==> src/rtl/uart_tx.sv <==
// 8N1 serial transmitter fed by a byte FIFO; drains write strobes from the
// memory-mapped TX register onto the board's RS-232 pin.
module uart_tx #(
  parameter int CLKS_PER_BIT = 868,
  parameter int FIFO_DEPTH   = 16,
  parameter int ADDR_W       = 4
) (
  input  logic              clk,
  input  logic              rst,
  input  logic              clk_en,
  input  logic              wen,
  input  logic [7:0]        data,
  output logic              tx,
  output logic              busy,
  output logic              full,
  output logic [ADDR_W:0]   count,
  output logic              overflow
);

  localparam int TW = $clog2(CLKS_PER_BIT);
  localparam logic [TW-1:0]   BIT_LAST = TW'(CLKS_PER_BIT - 1);
  localparam logic [ADDR_W:0] DEPTH_C  = (ADDR_W + 1)'(FIFO_DEPTH);

  localparam logic [1:0] S_IDLE  = 2'd0;
  localparam logic [1:0] S_START = 2'd1;
  localparam logic [1:0] S_DATA  = 2'd2;
  localparam logic [1:0] S_STOP  = 2'd3;

  logic [7:0]        mem_q [FIFO_DEPTH];
  logic [ADDR_W-1:0] wr_ptr_q, wr_ptr_d;
  logic [ADDR_W-1:0] rd_ptr_q, rd_ptr_d;
  logic [ADDR_W:0]   count_q, count_d;
  logic              ovf_q, ovf_d;
  logic [1:0]        state_q, state_d;
  logic [TW-1:0]     timer_q, timer_d;
  logic [2:0]        idx_q, idx_d;
  logic [7:0]        shift_q, shift_d;
  logic              tx_q, tx_d;
  logic              bit_end, pop, wr_req, push;

  assign bit_end = (timer_q == BIT_LAST);
  // A pop frees a slot on the same edge, so a full FIFO can still accept then.
  assign pop     = (count_q != '0) && ((state_q == S_IDLE) || ((state_q == S_STOP) && bit_end));
  assign wr_req  = wen && clk_en;
  assign push    = wr_req && ((count_q != DEPTH_C) || pop);

  always_comb begin
    wr_ptr_d = wr_ptr_q;
    rd_ptr_d = rd_ptr_q;
    count_d  = count_q;
    ovf_d    = ovf_q | (wr_req && !push);
    if (push) begin
      wr_ptr_d = wr_ptr_q + ADDR_W'(1);
    end
    if (pop) begin
      rd_ptr_d = rd_ptr_q + ADDR_W'(1);
    end
    if (push && !pop) begin
      count_d = count_q + (ADDR_W + 1)'(1);
    end else if (pop && !push) begin
      count_d = count_q - (ADDR_W + 1)'(1);
    end
  end

  always_comb begin
    state_d = state_q;
    timer_d = timer_q;
    idx_d   = idx_q;
    shift_d = shift_q;
    tx_d    = tx_q;
    if (pop) begin
      state_d = S_START;
      timer_d = '0;
      shift_d = mem_q[rd_ptr_q];
      tx_d    = 1'b0;
    end else begin
      case (state_q)
        S_IDLE: begin
          tx_d    = 1'b1;
          timer_d = '0;
        end
        S_START: begin
          if (bit_end) begin
            state_d = S_DATA;
            timer_d = '0;
            idx_d   = 3'd0;
            tx_d    = shift_q[0];
          end else begin
            timer_d = timer_q + TW'(1);
          end
        end
        S_DATA: begin
          if (bit_end) begin
            timer_d = '0;
            if (idx_q == 3'd7) begin
              state_d = S_STOP;
              tx_d    = 1'b1;
            end else begin
              idx_d   = idx_q + 3'd1;
              shift_d = {1'b0, shift_q[7:1]};
              tx_d    = shift_q[1];
            end
          end else begin
            timer_d = timer_q + TW'(1);
          end
        end
        S_STOP: begin
          if (bit_end) begin
            state_d = S_IDLE;
            timer_d = '0;
          end else begin
            timer_d = timer_q + TW'(1);
          end
        end
        default: begin
          state_d = S_IDLE;
          timer_d = '0;
          tx_d    = 1'b1;
        end
      endcase
    end
  end

  always_ff @(posedge clk or posedge rst) begin
    if (rst) begin
      wr_ptr_q <= '0;
      rd_ptr_q <= '0;
      count_q  <= '0;
      ovf_q    <= 1'b0;
      state_q  <= S_IDLE;
      timer_q  <= '0;
      idx_q    <= '0;
      tx_q     <= 1'b1;
    end else begin
      wr_ptr_q <= wr_ptr_d;
      rd_ptr_q <= rd_ptr_d;
      count_q  <= count_d;
      ovf_q    <= ovf_d;
      state_q  <= state_d;
      timer_q  <= timer_d;
      idx_q    <= idx_d;
      tx_q     <= tx_d;
    end
  end

  // Byte storage and shift register carry data only; control decides validity.
  always_ff @(posedge clk) begin
    shift_q <= shift_d;
    if (push) begin
      mem_q[wr_ptr_q] <= data;
    end
  end

  assign tx       = tx_q;
  assign busy     = (state_q != S_IDLE) || (count_q != '0);
  assign full     = (count_q == DEPTH_C);
  assign count    = count_q;
  assign overflow = ovf_q;

endmodule

==> config.mk <==
export PLATFORM = sky130hd
export DESIGN_NAME = uart_tx
export DESIGN_NICKNAME = d
export VERILOG_FILES = /design/src/rtl/uart_tx.sv
export SDC_FILE = /design/constraint.sdc
export NUM_CORES = 1
export LEC_CHECK = 0
export CAP_MARGIN = 20
export CORE_MARGIN = 1
export CORE_UTILIZATION = 60
export DETAILED_ROUTE_END_ITERATION = 8
export GPL_ROUTABILITY_DRIVEN = 0
export HOLD_SLACK_MARGIN = 0.05
export PLACE_DENSITY = 0.87
export SYNTH_ARGS = -nofsm -noshare
export SYNTH_HDL_FRONTEND = slang
export SYNTH_SLANG_ARGS = --single-unit
==> constraint.sdc <==
create_clock -name clk -period 4.19 [get_ports clk]
set_input_delay 0.6285 -clock clk [delete_from_list [all_inputs] [get_ports clk]]
set_output_delay 0.6285 -clock clk [all_outputs]
set_load 0.01 [all_outputs]
==> key figures, run 1 <==
Pwr
  • Maximum vdd drop: 0.447 mV
  • Total power: 4.03 mW
  • Leakage: 2.91 nW
  • Power Density: 503 nW/µm²

Clock network
  • CTS tree: built
  • Post-CTS sizing: 0
  • Clk root buf: clkbuf_16
  • Worst-skew pair later-pin latency: 0.44 ns
  • Clock Path Buffers: 2
  • Clock transition at path regs: 0.07 ns
  • Post-CTS setup buffers: 0
  • Num CTS Buffers: 17
  • TritonCTS Sinks: 166
  • H-tree depth: 4
  • Cts hold-fix bufs: 0

Worst hold path
  • Hold Path Class: reg -> reg
  • Hold Crit Depth: 1

Timing
  • Hold slack: 0.469 ns
  • Clock skew: 0.0124 ns
  • Final min period: 3.38 ns
  • Final WS setup: 0.808 ns
  • Final setup violation count: 0
  • Fmax: 0.296 GHz
  • Final period util: 80.7%
  • Unrepaired setup endpoints after global routing: no
  • Hold Fails Final Rpt: 0
  • Setup TNS: 0 ns
  • Worst-Margin Slew: 1.03 ns
  • Pins over their slew limit: 0
  • Max-slew headroom: 31.5%

Layout
  • Synth-to-layout area growth: 13.3%
  • Fin util: 69.9%
  • Final net count: 471
  • ANT cells: 0
  • Finished Layout Cells: 596
  • Layout cells sized above 1: 17.4%
  • Cell area after layout: 8020 µm²

Drt
  • Vias/cell: 6.19
  • # DRC: 0
  • Antenna viol nets, final: 0
  • 1st-iter DRT viols: 348
  • DRT Pass-1 Iters: 5
  • Routed len/inst: 22.1 µm
  • Vias: 3,690
  • Final wirelength: 13,100 µm

Place
  • DP HPWL: 8260 µm
  • DP Worst Slack: 0.873 ns
  • Placement Cell Area: 7400 µm²
  • IO Port Bufs: 20
  • Placed Instances: 563

Floorplan
  • Row count: 39
  • Die Width: 111 µm
  • Die Ht: 111 µm
  • Initial Util: 61.7%
  • Die Area: 12,200 µm²
  • I/O pins: 21
  • Core area: 11,500 µm²

Synth
  • Synthesized area: 7080 µm²
  • Mapped Nets: 441
  • Synth area leaders: edfxtp_1, dfrtp_1, mux4_2
  • Avg Inst Size Synth: 17.3 µm²
  • Area leader, netlist: edfxtp_1
  • Mapped Cells: 410
  • YS warnings: 0
  • Most common cell in the synthesized netlist: edfxtp_1
  • Register bit total from synthesis: 166
  • Share of the synthesized area in the top cell type: 57.7%
  • Primary FF master, synth: edfxtp_1
  • Sequential area share after synthesis: 68.3%
  • Post-synth EDFFs: 136
  • Count of cell types in the netlist: 46
  • Async SR Flop Fraction: 18.1%
  • Synth cell count leaders: edfxtp_1, dfrtp_1, nand2_1

Worst setup path
  • Reg2reg start: timer_q[0]$_DFF_PP0_
  • Crit path capture: count[4]$_DFFE_PP0P_
  • Largest delay contributor family on the critical path: simple AND/OR/NAND/NOR gates
  • CP most frequent cell: ha_1
  • Reg2Reg Depth: 13
  • Critical Path Stages: 13
  • Req. time, crit path: 4.55 ns
  • Slowest CP cell: dfrtp_1
  • Start point of the critical path: timer_q[0]$_DFF_PP0_
  • Setup CP Type: reg -> reg
  • Critical Path Start Type: register
  • Crit-path max cell delay: 0.39 ns
  • Reg2Reg Setup Slack: 0.81 ns
  • Critical R2R Capture: count[4]$_DFFE_PP0P_
  • Arr. time, crit path: 3.74 ns
  • WP buf/inv: 2
  • Worst setup EP type: register
  • Critical-path cell list: ha_1, nor3b_2, nand4_2, a21oi_2, inv_2, ha_1, inv_1, ha_1, nor2b_1, o21a_1, or3_1, a21oi_1, xnor2_1
  • Crit path max fanout: 21

GRT
  • First-pass GRT wire length: 20,800 µm
  • Overall Global Routing Usage: 23.3%
  • Initial antenna violation count: 1
  • Global route overflow: 0
  • Vias in the first global route: 3,814
  • Largest net degree at the start of global routing: 22

Status
  • Status: finished, final reports clean

Flow run
  • Max-cap viol count: 0
[metal layers]
layer	GRT usage (%)	vias to the layer above	part of all wire, %
met5	0	-	0.11
met4	10.3	2	2.5
met3	6.70	33	6.0
met2	37.8	140	50
met1	29.5	1873	41
li1	-	1642	-
[flip-flops by register name, summed over array words and instances (netlist names)]
name	count
state_q	2
count	5
wr_ptr_q	4
mem_q	128
overflow	1
rd_ptr_q	4
tx	1
idx_q	3
shift_q	8
timer_q	10
[kinds of logic (layout without fill, tap and decap cells)]
| logic type | after synthesis | count (layout) | synth area share, % |
|---|---|---|---|
| flops | 166 | 166 | 68.3 |
| simple gates | 86 | 86 | 6.38 |
| mux | 51 | 51 | 13.9 |
| compound gates | 38 | 38 | 3.25 |
| buf+inv | 32 | 75 | 2.40 |
| fa+ha+maj | 19 | 19 | 3.47 |
| xor+xnor | 18 | 18 | 2.23 |
[worst min-delay path by stage]
stage | slack (ns) | endpoint | startpoint
after CTS | 0.47 | overflow$_DFF_PP0_ | overflow$_DFF_PP0_
after detailed placement | 0.46 | overflow$_DFF_PP0_ | overflow$_DFF_PP0_
after global placement | 0.45 | overflow$_DFF_PP0_ | overflow$_DFF_PP0_
after global routing | 0.50 | overflow$_DFF_PP0_ | overflow$_DFF_PP0_
after floorplan | 0.45 | timer_q[0]$_DFF_PP0_ | timer_q[0]$_DFF_PP0_
final | 0.47 | overflow$_DFF_PP0_ | overflow$_DFF_PP0_
[layout make-up]
| class | instances | area, µm² |
|---|---|---|
| clock buffer | 17 | 425 |
| clock inverter | 15 | 189 |
| fill | 715 | 3450 |
| inverter | 15 | 56.3 |
| multi-input combinational | 212 | 2070 |
| sequential | 166 | 4840 |
| tap | 143 | 179 |
| timing repair buffer | 28 | 258 |
[layout by cell type (no fill, tap or decap), types with 3 or more instances in the layout]
| cell | instances |
|---|---|
| nand3_1 | 4 |
| a21oi_1 | 11 |
| nor2_1 | 19 |
| clkinvlp_4 | 3 |
| nand2_1 | 24 |
| buf_4 | 7 |
| and2_1 | 4 |
| xnor2_1 | 10 |
| nor2b_1 | 4 |
| inv_8 | 6 |
| xor2_1 | 8 |
| mux4_2 | 20 |
| dfrtp_1 | 28 |
| nand4_1 | 4 |
| inv_1 | 14 |
| mux2i_1 | 10 |
| edfxtp_1 | 136 |
| o21ai_0 | 9 |
| mux4_1 | 13 |
| clkdlybuf4s50_1 | 20 |
| clkbuf_16 | 17 |
| o21a_1 | 3 |
| o21ai_1 | 8 |
| and3_1 | 17 |
| ha_1 | 18 |
| mux2_2 | 7 |
[where the power goes]
group | internal (mW) | switching, mW | leakage (nW)
Sequential | 1.90 | 0.0788 | 1.60
Clock | 0.905 | 0.699 | 0.294
Combinational | 0.203 | 0.244 | 1.02
Note: power is estimated with default switching activity, not from simulation.
==> inputs of run 2 (changes only) <==
Settings changed: CORE_UTILIZATION 60 to 55, PLACE_DENSITY 0.87 to 0.84.
Clock period 4.19 ns to 3.1 ns, I/O delays scaled along.
==> run 2 against run 1 <==
  * Register-to-register slack got worse by 0.66 ns
  * Cell count increased by 5.2%
  * Global-route usage decreased by 1.8 points
  * Largest power group unchanged
  * Sequential power increased by 34%
  * Critical endpoint unchanged
==> key figures, run 2 (synthesized netlist as in run 1, its figures left out) <==
Floorplan
  • I/O pins: 21 (unchanged)
  • Core area: 12,600 µm² (was 11,500 µm²)
  • Die Area: 13,300 µm² (was 12,200 µm²)
  • Die Ht: 115 µm (was 111 µm)
  • Row count: 41 (was 39)
  • Initial Util: 56.3% (was 61.7%)
  • Die Width: 115 µm (was 111 µm)

Layout
  • Reg area: 4840 µm² (unchanged)
  • Fill cells: 871 (was 715)
  • Multi-input gate area: 2080 µm² (was 2070 µm²)
  • Largest register by flop count: mem_q (unchanged)
  • Final net count: 474 (was 471)
  • Layout cells sized above 1: 17.8% (was 17.4%)
  • Finished Layout Cells: 627 (was 596)
  • Most frequent cells in the layout: edfxtp_1, dfrtp_1, nand2_1 (unchanged)
  • Commonest non-fill, non-tap cell in the layout: edfxtp_1 (unchanged)
  • Synth-to-layout area growth: 13.6% (was 13.3%)
  • Max reg flops: 128 (unchanged)
  • Fin util: 63.9% (was 69.9%)
  • ANT cells: 0 (unchanged)
  • Cell area after layout: 8040 µm² (was 8020 µm²)
  • Largest registers: mem_q: 128 flops, timer_q: 10 flops, shift_q: 8 flops (unchanged)

Place
  • Placed Instances: 596 (was 563)
  • IO Port Bufs: 20 (unchanged)
  • Placement Cell Area: 7470 µm² (was 7400 µm²)
  • DP HPWL: 8280 µm (was 8260 µm)

Clock network
  • Cts hold-fix bufs: 0 (unchanged)
  • Num CTS Buffers: 17 (unchanged)
  • Clock transition at path regs: 0.07 ns (about the same)
  • CTS tree: built (unchanged)
  • H-tree depth: 4 (unchanged)
  • Clock Path Buffers: 2 (unchanged)
  • Clk root buf: clkbuf_16 (unchanged)
  • Post-CTS sizing: 0 (unchanged)
  • TritonCTS Sinks: 166 (unchanged)
  • Post-CTS setup buffers: 0 (unchanged)
  • Worst-skew pair later-pin latency: 0.43 ns (was 0.44 ns)

Drt
  • Vias/cell: 5.76 (was 6.19)
  • Antenna viol nets, final: 0 (unchanged)
  • DRT Pass-1 Iters: 5 (unchanged)
  • Routed len/inst: 20.5 µm (was 22.1 µm)
  • 1st-iter DRT viols: 275 (was 348)
  • Vias: 3,613 (was 3,690)
  • Final wirelength: 12,900 µm (was 13,100 µm)
  • # DRC: 0 (unchanged)

Status
  • Status: finished, final reports clean (unchanged)

Worst setup path
  • Req. time, crit path: 3.45 ns (was 4.55 ns)
  • Setup CP Type: reg -> reg (unchanged)
  • Arr. time, crit path: 3.30 ns (was 3.74 ns)
  • Critical Path Start Type: register (unchanged)
  • Crit path max fanout: 5 (was 21)
  • Worst setup EP type: register (unchanged)

Pwr
  • Power Density: 652 nW/µm² (was 503 nW/µm²)
  • Total power: 5.24 mW (was 4.03 mW)
  • Maximum vdd drop: 0.825 mV (was 0.447 mV)
  • Leakage: 2.89 nW (was 2.91 nW)

Timing
  • Final setup violation count: 0 (unchanged)
  • Hold Fails Final Rpt: 0 (unchanged)
  • Pins over their slew limit: 0 (unchanged)
  • Fmax: 0.339 GHz (was 0.296 GHz)
  • Max-slew headroom: 44.9% (was 31.5%)
  • Final period util: 95.1% (was 80.7%)
  • Hold slack: 0.425 ns (was 0.469 ns)
  • Clock skew: 0.0127 ns (was 0.0124 ns)
  • Worst-Margin Slew: 0.823 ns (was 1.03 ns)
  • Final min period: 2.95 ns (was 3.38 ns)

GRT
  • Initial antenna violation count: 0 (was 1)
  • First-pass GRT wire length: 20,100 µm (was 20,800 µm)
  • Largest net degree at the start of global routing: 31 (was 22)
  • Global route overflow: 0 (unchanged)
  • Overall Global Routing Usage: 21.6% (was 23.3%)
  • Vias in the first global route: 3,756 (was 3,814)

Flow run
  • Max-cap viol count: 0 (unchanged)

Worst hold path
  • Hold Path Class: in -> async (was reg -> reg)
run 2: path summary, 6_finish.rpt:
| check | start | end | slack (ns) | cells after the start |
|---|---|---|---|---|
| min in group clk | overflow$_DFF_PP0_ | overflow$_DFF_PP0_ | 0.47 | 1 |
| min reg2reg | overflow$_DFF_PP0_ | overflow$_DFF_PP0_ | 0.47 | 1 |
| max in group asynchronous | rst | tx$_DFFE_PP1P_ | 2.34 | 3 |
| min | rst | wr_ptr_q[1]$_DFFE_PP0P_ | 0.42 | 3 |
| max | timer_q[0]$_DFF_PP0_ | count[4]$_DFFE_PP0P_ | 0.15 | 12 |
| max reg2reg | timer_q[0]$_DFF_PP0_ | count[4]$_DFFE_PP0P_ | 0.15 | 12 |
run 2: layout make-up:
cell class | count | share of cell area, %
well taps | 172 | 2.68
inverters | 15 | 0.701
clock inverters | 12 | 1.46
multi-input cells | 212 | 25.9
flip-flops and latches | 166 | 60.2
clock buffers | 19 | 5.39
repair buffers | 31 | 3.67
run 2: stage by stage:
step,setup slack [ns],setup TNS (ns)
floorplan,0.124,0
global placement,0.255,0
detailed placement,0.104,0
CTS,0.0511,0
global route,-0.00700,-0.00700
finish,0.153,0
run 2: worst max-delay path, cell delays in order (launching register included):
cell     delay (ns)
dfrtp_1        0.40
ha_2           0.26
nor3b_4        0.24
nand4_2        0.16
a21oi_1        0.22
ha_2           0.25
inv_1          0.09
ha_1           0.32
nor2b_1        0.15
o21a_1         0.18
or3_1          0.30
a21oi_1        0.18
xnor2_1        0.13
run 2: power breakdown:
group | total [mW] | leakage [nW] | internal [mW] | switching [mW]
clock | 1.97 | 0.263 | 1.11 | 0.856
sequential | 2.66 | 1.60 | 2.57 | 0.0965
combinational | 0.607 | 1.03 | 0.278 | 0.329
run 2: routing by layer:
| metal | global-route usage (%) | part of all wire, % | wire, µm | up-vias |
|---|---|---|---|---|
| met5 | 0 | 0 | 0 | - |
| met3 | 5.33 | 4.7 | 604 | 13 |
| met1 | 26.2 | 41 | 5320 | 1857 |
| li1 | - | - | - | 1646 |
| met2 | 37.2 | 53 | 6780 | 97 |
| met4 | 8.74 | 1.2 | 154 | 0 |
==> inputs of run 3 (changes only) <==
Settings changed: CELL_PAD_IN_SITES_DETAIL_PLACEMENT from default to 0, CELL_PAD_IN_SITES_GLOBAL_PLACEMENT from default to 1, CORE_UTILIZATION 55 to 48, CTS_CLUSTER_DIAMETER from default to 60, PLACE_DENSITY 0.84 to 0.85.
==> run 3 against run 2 <==
  * Clock power is essentially flat
  * Routed wire length fell by 1.9%
  * Highest routed layer unchanged
  * Fmax is 2.8% higher
  * Non-clock buffer count grew 1
  * Sequential power is essentially flat
  * Critical path type unchanged
  * First-iteration DRC count up 12%
==> key figures, run 3 (synthesized netlist as in run 1, its figures left out) <==
Layout
  • Commonest non-fill, non-tap cell in the layout: edfxtp_1 (unchanged)
  • Largest register by flop count: mem_q (unchanged)
  • Max reg flops: 128 (unchanged)
  • Synth-to-layout area growth: 14.3% (was 13.6%)
  • Multi-input gate area: 2100 µm² (was 2080 µm²)
  • Reg area: 4840 µm² (about the same)
  • Final net count: 475 (was 474)
  • ANT cells: 0 (unchanged)
  • Most frequent cells in the layout: edfxtp_1, dfrtp_1, nand2_1 (unchanged)
  • Layout cells sized above 1: 18.2% (was 17.8%)
  • Largest registers: mem_q: 128 flops, timer_q: 10 flops, shift_q: 8 flops (unchanged)
  • Fill cells: 1,089 (was 871)

Pwr
  • Internal power: 3.96 mW (about the same)
  • Combinational Power Share: 11.5% (was 11.6%)
  • Clk pwr share: 37.8% (was 37.6%)
  • Total power: 5.25 mW (was 5.24 mW)
  • Power Density: 649 nW/µm² (was 652 nW/µm²)
  • Leakage: 2.90 nW (was 2.89 nW)
  • Maximum vdd drop: 0.470 mV (was 0.825 mV)
  • Sequential power share: 50.7% (was 50.8%)
  • Sw frac: 24.6% (was 24.4%)
  • Net switching power: 1.29 mW (was 1.28 mW)

Floorplan
  • Core area: 14,500 µm² (was 12,600 µm²)
  • Row count: 44 (was 41)
  • Die Area: 15,200 µm² (was 13,300 µm²)
  • Initial Util: 48.9% (was 56.3%)
  • I/O pins: 21 (unchanged)
  • Die Width: 123 µm (was 115 µm)
  • Die Ht: 123 µm (was 115 µm)

GRT
  • Vias in the first global route: 3,759 (was 3,756)
  • Initial antenna violation count: 0 (unchanged)
  • Global route overflow: 0 (unchanged)
  • Largest net degree at the start of global routing: 31 (unchanged)
  • Overall Global Routing Usage: 18.3% (was 21.6%)
  • First-pass GRT wire length: 19,800 µm (was 20,100 µm)

Clock network
  • Clk root buf: clkbuf_16 (unchanged)
  • Clock Path Buffers: 2 (unchanged)
  • Worst-skew pair later-pin latency: 0.43 ns (about the same)
  • TritonCTS Sinks: 166 (unchanged)
  • Clock transition at path regs: 0.07 ns (about the same)
  • Num CTS Buffers: 17 (unchanged)
  • CTS tree: built (unchanged)
  • H-tree depth: 4 (unchanged)

Status
  • Status: finished, final reports clean (unchanged)

Timing
  • Fmax: 0.349 GHz (was 0.339 GHz)
  • Pins over their slew limit: 0 (unchanged)
  • Final setup violation count: 0 (unchanged)
  • Hold Fails Final Rpt: 0 (unchanged)
  • Max-slew headroom: 48.1% (was 44.9%)
  • Worst-Margin Slew: 0.775 ns (was 0.823 ns)
  • Final min period: 2.87 ns (was 2.95 ns)
  • Clock skew: 0.0143 ns (was 0.0127 ns)
  • Setup TNS: 0 ns (unchanged)
  • Final period util: 92.5% (was 95.1%)
  • Unrepaired setup endpoints after global routing: no

Flow run
  • Max-cap viol count: 0 (unchanged)

Worst setup path
  • Req. time, crit path: 3.44 ns (was 3.45 ns)
  • Crit path max fanout: 5 (unchanged)
  • Worst setup EP type: register (unchanged)
  • Setup CP Type: reg -> reg (unchanged)
  • Reg2Reg Depth: 12 (unchanged)
  • Critical Path Start Type: register (unchanged)
  • Arr. time, crit path: 3.21 ns (was 3.30 ns)

Drt
  • Final wirelength: 12,600 µm (was 12,900 µm)
  • Routed len/inst: 19.7 µm (was 20.5 µm)
  • 1st-iter DRT viols: 308 (was 275)
  • Vias/cell: 5.62 (was 5.76)
  • # DRC: 0 (unchanged)
  • Antenna viol nets, final: 0 (unchanged)
  • DRT Pass-1 Iters: 5 (unchanged)
  • Vias: 3,600 (was 3,613)

Worst hold path
  • Hold Path Class: in -> async (unchanged)

Place
  • IO Port Bufs: 20 (unchanged)
  • DP HPWL: 8190 µm (was 8280 µm)
[run 3: worst paths after layout]
path / startpoint / to / slack, ns
setup / recovery: count[1]$_DFFE_PP0P_ / count[4]$_DFFE_PP0P_ / 0.23
setup reg to reg: count[1]$_DFFE_PP0P_ / count[4]$_DFFE_PP0P_ / 0.23
hold reg to reg: overflow$_DFF_PP0_ / overflow$_DFF_PP0_ / 0.47
min in group clk: overflow$_DFF_PP0_ / overflow$_DFF_PP0_ / 0.47
max in group asynchronous: rst / tx$_DFFE_PP1P_ / 2.33
hold / removal: rst / wr_ptr_q[2]$_DFFE_PP0P_ / 0.43
[run 3: final cells by class]
| type | instances | area share, % |
|---|---|---|
| multi-input combinational | 212 | 25.9 |
| timing repair buffer | 32 | 3.90 |
| clock buffer | 18 | 5.30 |
| clock inverter | 14 | 1.56 |
| sequential | 166 | 59.8 |
| inverter | 15 | 0.696 |
| tap | 184 | 2.85 |
[run 3: metrics by stage]
step                util (%)  instance area [µm²]  cells  setup slack (ns)  hold WS, ns
detailed placement      51.8                 7490    607             0.146        0.464
finish                  55.9                 8090    641             0.233        0.430
CTS                     55.6                 8050    639             0.110        0.450
global placement        51.8                 7490    607             0.218        0.451
global route            55.9                 8090    641            0.0355        0.485
floorplan                  -                 7080    410             0.124        0.447
[run 3: timing repair]
item                                    4_1_cts  5_1_grt
hold buffers                                  0        0
resized for setup                             0        6
buffers inserted                              0        2
endpoints found under the setup margin        0        1
[run 3: power groups by stage]
stage	clock network, mW	registers (mW)	logic, mW
finish	1.99	2.67	0.602
global route	2.11	2.68	0.673
CTS	2.02	2.67	0.606
detailed placement	0	2.71	0.600
global placement	0	2.70	0.581
floorplan	0	2.70	0.352
[run 3: critical path: stages (launching register included)]
cell and delay (ns):
dfrtp_1 0.42, or4_4 0.56, nor2_2 0.17, a21oi_2 0.06, inv_2 0.06, ha_2 0.20, inv_1 0.08, ha_1 0.32
nor2b_1 0.14, o21a_1 0.17, or3_1 0.30, a21oi_1 0.18, xnor2_1 0.13
[run 3: metal layers]
metal  vias to the layer above  GRT usage [%]  part of all wire [%]
met5                         -              0                     0
met4                         0           7.83                  0.98
met3                        13           5.21                   5.7
met2                       107           29.6                    51
met1                      1828           23.1                    42
li1                       1652              -                     -
